**config.mk**
```make
export PLATFORM = sky130hd
export DESIGN_NAME = uart_program_loader_flat
export DESIGN_NICKNAME = d
export VERILOG_FILES = /design/src/rtl/uart_program_loader_if.sv /design/src/rtl/uart_program_loader.sv /design/src/flat_wrapper.sv
export SDC_FILE = /design/constraint.sdc
export NUM_CORES = 1
export LEC_CHECK = 0
export CAP_MARGIN = 15
export CELL_PAD_IN_SITES_DETAIL_PLACEMENT = 1
export CELL_PAD_IN_SITES_GLOBAL_PLACEMENT = 1
export CORE_MARGIN = 3
export CORE_UTILIZATION = 42
export DETAILED_ROUTE_END_ITERATION = 12
export PLACE_DENSITY = 0.92
export SYNTH_ARGS = -nofsm -noshare
export SYNTH_HDL_FRONTEND = slang
export SYNTH_SLANG_ARGS = --single-unit
```
**constraint.sdc**
```tcl
create_clock -name i_clk -period 6.7 [get_ports i_clk]
set_clock_uncertainty 0.15 [all_clocks]
set_input_delay 1.34 -clock i_clk [delete_from_list [all_inputs] [get_ports i_clk]]
set_output_delay 1.34 -clock i_clk [all_outputs]
set_load 0.02 [all_outputs]
```
**src/rtl/uart_program_loader_if.sv**
```systemverilog
// Signal bundle between the UART byte stream, the program loader and the
// instruction memory write port / core stall.
interface uart_program_loader_if;
  logic [7:0]  i_rx_data;
  logic        i_rx_valid;
  logic        o_we;
  logic [31:0] o_addr;
  logic [31:0] o_wdata;
  logic        o_core_hold;
  logic        o_done;
  logic        o_error;

  modport master (
    input  i_rx_data, i_rx_valid,
    output o_we, o_addr, o_wdata, o_core_hold, o_done, o_error
  );

  modport slave (
    output i_rx_data, i_rx_valid,
    input  o_we, o_addr, o_wdata, o_core_hold, o_done, o_error
  );
endinterface

```
**src/rtl/uart_program_loader.sv**
```systemverilog
// Parses SYNC/LEN/payload/CSUM frames from a UART byte stream into instruction memory writes.
// Optional inter-byte timeout is built only when LOADER_TIMEOUT_EN is defined.
module uart_program_loader #(
  parameter int unsigned DATA_WIDTH     = 32,
  parameter int unsigned ADDR_WIDTH     = 10,
  parameter logic [31:0] BASE_ADDR      = 32'h0040_0000,
  parameter logic [7:0]  SYNC_BYTE      = 8'hA5,
  parameter logic [23:0] TIMEOUT_CYCLES = 24'd5_000_000
) (
  input  logic                  i_clk,
  input  logic                  i_rst,
  uart_program_loader_if.master io_ldr
);
  localparam int unsigned IW      = ADDR_WIDTH + 1;
  localparam logic [31:0] MAX_LEN = 32'd1 << ADDR_WIDTH;

  typedef enum logic [2:0] {
    ST_IDLE, ST_LEN_LO, ST_LEN_HI, ST_DATA, ST_CSUM, ST_DONE, ST_ERROR
  } state_t;

  state_t                r_state;
  state_t                w_state_next;
  logic [15:0]           r_len;
  logic [IW-1:0]         r_word_idx;
  logic [1:0]            r_byte_idx;
  logic [7:0]            r_csum;
  logic [23:0]           r_shift;
  logic                  r_we;
  logic [31:0]           r_addr;
  logic [DATA_WIDTH-1:0] r_wdata;

  logic [7:0]  w_rx_byte;
  logic        w_rx_valid;
  logic        w_is_sync;
  logic [15:0] w_len;
  logic        w_word_done;
  logic        w_last_word;
  logic        w_timeout;

  assign w_rx_byte   = io_ldr.i_rx_data;
  assign w_rx_valid  = io_ldr.i_rx_valid;
  assign w_is_sync   = (w_rx_byte == SYNC_BYTE);
  assign w_len       = {w_rx_byte, r_len[7:0]};
  assign w_word_done = (r_byte_idx == 2'd3);
  assign w_last_word = ((32'(r_word_idx) + 32'd1) == {16'h0000, r_len});

`ifdef LOADER_TIMEOUT_EN
  logic [23:0] r_timer;
  logic        w_frame_active;

  assign w_frame_active = (r_state == ST_LEN_LO) || (r_state == ST_LEN_HI) ||
                          (r_state == ST_DATA)   || (r_state == ST_CSUM);

  // Counts idle cycles between bytes; frozen outside a frame.
  always_ff @(posedge i_clk) begin
    if (i_rst) begin
      r_timer <= '0;
    end else if (w_rx_valid) begin
      r_timer <= '0;
    end else if (w_frame_active) begin
      r_timer <= r_timer + 24'd1;
    end
  end

  assign w_timeout = w_frame_active && (r_timer >= TIMEOUT_CYCLES);
`else
  logic [23:0] w_unused_timeout;
  assign w_unused_timeout = TIMEOUT_CYCLES;
  assign w_timeout        = 1'b0;
`endif

  always_ff @(posedge i_clk) begin
    if (i_rst) begin
      r_state <= ST_IDLE;
    end else begin
      r_state <= w_state_next;
    end
  end

  always_comb begin
    w_state_next = r_state;
    if (w_rx_valid) begin
      case (r_state)
        ST_IDLE, ST_DONE, ST_ERROR: begin
          if (w_is_sync) begin
            w_state_next = ST_LEN_LO;
          end
        end
        ST_LEN_LO: w_state_next = ST_LEN_HI;
        ST_LEN_HI: begin
          if (w_len == 16'd0) begin
            w_state_next = ST_CSUM;
          end else if ({16'h0000, w_len} > MAX_LEN) begin
            w_state_next = ST_ERROR;
          end else begin
            w_state_next = ST_DATA;
          end
        end
        ST_DATA: begin
          if (w_word_done && w_last_word) begin
            w_state_next = ST_CSUM;
          end
        end
        ST_CSUM:  w_state_next = (w_rx_byte == r_csum) ? ST_DONE : ST_ERROR;
        default:  w_state_next = ST_IDLE;
      endcase
    end else if (w_timeout) begin
      w_state_next = ST_ERROR;
    end
  end

  always_ff @(posedge i_clk) begin
    if (i_rst) begin
      r_len      <= '0;
      r_word_idx <= '0;
      r_byte_idx <= '0;
      r_csum     <= '0;
      r_shift    <= '0;
      r_we       <= 1'b0;
      r_addr     <= BASE_ADDR;
      r_wdata    <= '0;
    end else begin
      r_we <= 1'b0;
      if (w_rx_valid) begin
        case (r_state)
          ST_IDLE, ST_DONE, ST_ERROR: begin
            if (w_is_sync) begin
              r_len      <= '0;
              r_word_idx <= '0;
              r_byte_idx <= '0;
              r_csum     <= '0;
            end
          end
          ST_LEN_LO: r_len <= {8'h00, w_rx_byte};
          ST_LEN_HI: r_len <= w_len;
          ST_DATA: begin
            r_csum     <= r_csum + w_rx_byte;
            r_byte_idx <= r_byte_idx + 2'd1;
            case (r_byte_idx)
              2'd0:    r_shift[7:0]   <= w_rx_byte;
              2'd1:    r_shift[15:8]  <= w_rx_byte;
              2'd2:    r_shift[23:16] <= w_rx_byte;
              default: ;
            endcase
            // Fourth byte completes the word; the write issues next cycle.
            if (w_word_done) begin
              r_we       <= 1'b1;
              r_wdata    <= {w_rx_byte, r_shift};
              r_addr     <= BASE_ADDR + 32'({r_word_idx, 2'b00});
              r_word_idx <= r_word_idx + IW'(1);
            end
          end
          default: ;
        endcase
      end
    end
  end

  assign io_ldr.o_we        = r_we;
  assign io_ldr.o_addr      = r_addr;
  assign io_ldr.o_wdata     = r_wdata;
  assign io_ldr.o_done      = (r_state == ST_DONE);
  assign io_ldr.o_error     = (r_state == ST_ERROR);
  assign io_ldr.o_core_hold = (r_state != ST_DONE);
endmodule

```
**src/flat_wrapper.sv**
```systemverilog
// flat-port wrapper written by rule: the top's interface ports become plain ports
module uart_program_loader_flat 
#(
  parameter int unsigned DATA_WIDTH     = 32,
  parameter int unsigned ADDR_WIDTH     = 10,
  parameter logic [31:0] BASE_ADDR      = 32'h0040_0000,
  parameter logic [7:0]  SYNC_BYTE      = 8'hA5,
  parameter logic [23:0] TIMEOUT_CYCLES = 24'd5_000_000
)
  (i_clk, i_rst, io_ldr_i_rx_data, io_ldr_i_rx_valid, io_ldr_o_we, io_ldr_o_addr, io_ldr_o_wdata, io_ldr_o_core_hold, io_ldr_o_done, io_ldr_o_error);
  uart_program_loader_if io_ldr_i ();
  input  logic i_clk;
  input  logic i_rst;
  input wire logic [$bits(io_ldr_i.i_rx_data)-1:0] io_ldr_i_rx_data;
  input wire logic [$bits(io_ldr_i.i_rx_valid)-1:0] io_ldr_i_rx_valid;
  output wire logic [$bits(io_ldr_i.o_we)-1:0] io_ldr_o_we;
  output wire logic [$bits(io_ldr_i.o_addr)-1:0] io_ldr_o_addr;
  output wire logic [$bits(io_ldr_i.o_wdata)-1:0] io_ldr_o_wdata;
  output wire logic [$bits(io_ldr_i.o_core_hold)-1:0] io_ldr_o_core_hold;
  output wire logic [$bits(io_ldr_i.o_done)-1:0] io_ldr_o_done;
  output wire logic [$bits(io_ldr_i.o_error)-1:0] io_ldr_o_error;
  assign io_ldr_i.i_rx_data = io_ldr_i_rx_data;
  assign io_ldr_i.i_rx_valid = io_ldr_i_rx_valid;
  assign io_ldr_o_we = io_ldr_i.o_we;
  assign io_ldr_o_addr = io_ldr_i.o_addr;
  assign io_ldr_o_wdata = io_ldr_i.o_wdata;
  assign io_ldr_o_core_hold = io_ldr_i.o_core_hold;
  assign io_ldr_o_done = io_ldr_i.o_done;
  assign io_ldr_o_error = io_ldr_i.o_error;
  uart_program_loader #(.DATA_WIDTH(DATA_WIDTH), .ADDR_WIDTH(ADDR_WIDTH), .BASE_ADDR(BASE_ADDR), .SYNC_BYTE(SYNC_BYTE), .TIMEOUT_CYCLES(TIMEOUT_CYCLES)) u_core (.i_clk(i_clk), .i_rst(i_rst), .io_ldr(io_ldr_i));
endmodule
```
After elaboration in Yosys (flattened, before gate mapping)
Index checks and enable logic that the tools add are counted.
- bitwise logic cells: 3
- order comparisons: 1
- add/sub/neg operators: 5
- eq/ne operators: 16
- reduce and logical (&&, ||, !) cells: 18
- muxes and demuxes: 16
- operator list (operator ; count):
    $pmux W16 S3 ; 1
    $eq A32 B16 Y1 ; 1
    $add A23 B13 Y24 const A ; 1
    $mux W11 ; 2
    $pmux W11 S2 ; 1
    $reduce_and A3 Y1 ; 7
    $gt A16 B11 Y1 const B ; 1
    $logic_not A16 Y1 ; 1
    $mux W16 ; 1
    $pmux W8 S2 ; 1
    $pmux W3 S5 ; 1
    $add A11 B1 Y12 const B ; 1
    $mux W3 ; 4
    $add A11 B1 Y11 const B ; 1
    $eq A3 B3 Y1 const B ; 3
    $add A8 B8 Y8 ; 1
    $eq A8 B8 Y1 ; 1
    $eq A8 B8 Y1 const B ; 1
    $mux W8 ; 1
    $reduce_and A4 Y1 ; 2
    $eq A3 B2 Y1 const B ; 2
    $ne A2 B1 Y1 const B ; 3
    $reduce_or A3 Y1 ; 2
    $eq A2 B2 Y1 const B ; 2
    13 further kinds ; 17
- flip-flop bits (word level): 129
- output and inout bits: 68
- input port bits: 11

Depth between registers and ports, before layout
- word-level depth: 5
- depth in mapped cells: 8
- mapped depth without buffers: 8

Worst setup path after synthesis
Ideal clock, no wire load.
- path kind: input to register
- from: input io_ldr_i_rx_data[5]
- to: register u_core.r_state[0]
- setup time: 0.086 ns
- path buffers: 0
- slack: 3.642 ns
- stages on the path: 7
- arrival: 2.822 ns
- path through: ha_1 -> or4_1 -> nor4_1 -> a211oi_1 -> nor2_1 -> a21oi_1 -> a211oi_1
- longest elaborated chain between the ends: 4
- elaborated cells between the ends (all ways): 10
- those cells by class: order compare (1); eq/ne (3); mux (4); reduce/logical (2)
- RTL lines (element ; line ; source):
    start, declared ; flat_wrapper.sv:14 ; input wire logic [$bits(io_ldr_i.i_rx_data)-1:0] io_ldr_i_rx_data;
    $gt A16 B11 Y1 ; uart_program_loader.sv:93 ; end else if ({16'h0000, w_len} > MAX_LEN) begin
    $mux W3 ; uart_program_loader.sv:93 ;
    $mux W3 ; uart_program_loader.sv:91 ; if (w_len == 16'd0) begin
    $pmux W3 S5 ; uart_program_loader.sv:83 ; case (r_state)
    end signal, assigned ; uart_program_loader.sv:76 ; r_state <= w_state_next;
    end, declared ; uart_program_loader.sv:21 ; state_t r_state;
Parallel ways exist; a longest one is shown, timed or not.
A chain may end at the register's enable or synchronous reset.

Worst setup path after layout
- from: input io_ldr_i_rx_data[1]
- to: register u_core.r_csum[7]
- longest elaborated chain between the ends: 3
- elaborated cells between the ends (all ways): 5
- those cells by class: add/sub (1); eq/ne (2); mux (1); reduce/logical (1)
- RTL lines (element ; line ; source):
    branches (longest 3 deep; another with $add A8 B8 Y8) ; -- ;
    end signal, assigned ; uart_program_loader.sv:137 ; r_csum <= r_csum + w_rx_byte;
    end, declared ; uart_program_loader.sv:26 ; logic [7:0] r_csum;
Several ways; the timed one is not identified.

==> flow_metrics.tcl <==
set metrics [dict create \
    p_leak_nw 1.985 \
    antenna_found_initial 0 \
    multiInputGateArea_um2 2636 \
    timing.rr.end "u_core.io_ldr.o_wdata[8]" \
    grt_overflow 0 \
    yosysMostFrequentCell "nand2_1" \
    holdPathEnd "u_core.io_ldr.o_wdata[17]" \
    netlist_instances 668 \
    finalSetupTns_ns 0 \
    ios 79 \
    placed_cell_area_um2 5602 \
    seqCellArea_um2 2162 \
    cts.sink_count 108 \
    synth_top_area_share_pct 42.34 \
    crit_path_end_kind "flop" \
    cts_buffers 9 \
    synth_ff_type "dfxtp_1" \
    die-area_um2 13520 \
    synthesis.area_um2 5106 \
    dp_hpwl_mm 9.900 \
    synth_compound_area_share_pct 16.52 \
    yosys.area_share.simple_pct 26.61 \
    gp_congestion 0.8872 \
    drive_gt1_share_pct 3.736 \
    cp.arrival_ns 4.13 \
    fin_nets 715 \
    postRouteAntennaNets 0 \
    core_area_um2 11660 \
    async_flop_share_pct 0 \
    grt_pass1_wl_mm 24.12 \
    status "finished, final reports clean" \
    muxShareOfSynthArea_pct 0.1960 \
    rows 39 \
    drtIter0Drc 354 \
    io_buffers 57 \
    fin_crit_sh_pct 59.42 \
    avgViaCountPerCell 5.677 \
    grt_start_max_net_pins 114 \
    synthDistinctLibCells 55 \
    wl_per_cell_um 17.63 \
    worst-path-max-fanout 10 \
    syn_avg_cell_area_um2 7.644 \
    hold_buffers 0 \
    drc 0 \
    synth_enable_flop_cells 0 \
    holdPathStages 2 \
    ys_top_cells_by_area "dfxtp_1 (42%), nand2_1 (11%), a21oi_1 (10%)" \
    ys_ff_latch 108 \
    synth_common_cells "nand2_1 (144), dfxtp_1 (108), a21oi_1 (102)" \
    die_x_um 116.3 \
    rsz0062_at_grt "false" \
    tightest_slew_ns 1.134 \
    chipHeight_um 116.3 \
    cts_tree "done" \
    antenna_cells 0 \
    max-vdd-ir-drop_uv 116.7 \
    final_util_pct 50.77 \
    yosysTopAreaCell "dfxtp_1" \
    wl_mm 14.79 \
    max_cap_viol_count 0 \
    seq_area_frac_synth_pct 42.34 \
    insertion_delay_ns 0.35 \
    start_util_pct 43.78 \
    htreeDepth 3 \
    r2r_slack_ns 3.44 \
    setup_viol 0 \
    clkTransAtPathRegs_ns 0.07 \
    area_growth_syn_to_layout_pct 15.95 \
    synth_fa_ha_area_share_pct 3.333 \
    fmax_mhz 251.2 \
    r2r_start "u_core.r_state[0]" \
    first_pass_iters 4 \
    min_period_ns 3.981 \
    holdWs_ns 0.3056 \
    clock_path_buffers 2 \
    slew_headroom_pct 24.43 \
    cellPowerDensity_nw_per_um2 219.8 \
    critPathLaunchType "input pin" \
    criticalPathCategory "input pin to flop" \
    synth_xor_xnor_area_share_pct 3.431 \
    cts-root-buf "clkbuf_16" \
    power.total_mw 1.301 \
    synth_top_family_by_area "simple AND/OR/NAND/NOR gates" \
    yosys_warnings 0 \
    design_area_um2 5921 \
    post_cts_resized 0 \
    min_path_type "flop to flop" \
    grt_pass1_vias 4859 \
    reg2reg_depth 7 \
    vias 4763 \
    track_usage_pct 22.34 \
    worstPathRequired_ns 6.85 \
    finalHoldViolCount 0 \
    worstHoldStart "u_core.r_shift[17]" \
    fill_cells 1399 \
    post_cts_buffers 0 \
    maxSlewViolCount 0 \
]
## metal layers
| metal | share of wire, % | vias to the layer above | track usage, % |
|---|---|---|---|
| met2 | 49 | 138 | 38.18 |
| met3 | 4.9 | 36 | 4.715 |
| met1 | 44 | 2320 | 27.60 |
| li1 | - | 2269 | - |
| met5 | 0 | - | 0 |
| met4 | 2.5 | 0 | 8.507 |
## placed cells by master, fill, tap and decap left out, types with 7 or more instances in the layout
| master | n |
|---|---|
| xnor2_1 | 13 |
| ha_1 | 12 |
| nor3_1 | 7 |
| clkbuf_16 | 9 |
| clkdlybuf4s50_1 | 56 |
| xor2_1 | 7 |
| nand3b_1 | 7 |
| a21oi_1 | 102 |
| o21ai_0 | 18 |
| nand3_1 | 43 |
| inv_1 | 9 |
| conb_1 | 21 |
| nand2_1 | 144 |
| nor2_1 | 50 |
| dfxtp_1 | 108 |
## logic make-up after synthesis
logic type	after synthesis
flops	108
xor+xnor	20
mux	1
compound gates	150
buf+inv	77
simple gates	297
fa+ha+maj	13
other cells	2
## layout make-up
cell class / count / share of cell area (%)
repair buffers: 61 / 10.10
flip-flops and latches: 108 / 36.52
inverters: 9 / 0.5706
clock inverters: 4 / 0.9298
multi-input cells: 502 / 44.53
well taps: 143 / 3.022
clock buffers: 12 / 4.332
## registers in the layout, summed over array words and instances, names as in the netlist
| register | flops |
|---|---|
| u_core.r_len | 16 |
| u_core.io_ldr.o_addr | 11 |
| u_core.r_word_idx | 11 |
| u_core.r_shift | 24 |
| u_core.r_csum | 8 |
| u_core.r_byte_idx | 2 |
| u_core.io_ldr.o_we | 1 |
| u_core.io_ldr.o_wdata | 32 |
| u_core.r_state | 3 |
## worst max-delay path, cell delays in order
cell and delay [ns]:
clkdlybuf4s50_1 0.90, ha_1 0.37, a21oi_1 0.23, o21ai_0 0.17, a2111oi_0 0.49, nor3_1 0.16
a2111o_1 0.40, nand3_1 0.08
## per-stage QoR
stage	instances	setup slack [ns]
final	839	2.719
after global routing	839	2.620
after CTS	838	2.714
after detailed placement	822	2.448
after global placement	822	2.571
after floorplan	687	3.642
## power breakdown
group | switching (mW) | internal (mW) | leakage, nW
Clock | 0.242 | 0.313 | 0.149
Sequential | 0.00543 | 0.644 | 0.870
Combinational | 0.0719 | 0.0247 | 0.967
Total | 0.320 | 0.981 | 1.99
## how the worst max path moves through the flow
stage                              startpoint                 to  depth (start not counted)
final                     io_ldr_i_rx_data[1]   u_core.r_csum[7]                          8
after global routing      io_ldr_i_rx_data[1]   u_core.r_csum[7]                          8
after CTS                 io_ldr_i_rx_data[3]   u_core.r_len[15]                          7
after detailed placement  io_ldr_i_rx_data[1]   u_core.r_csum[7]                          8
after global placement    io_ldr_i_rx_data[3]   u_core.r_len[15]                          7
after floorplan           io_ldr_i_rx_data[5]  u_core.r_state[0]                          7
Note: power is estimated with default switching activity, not from simulation.
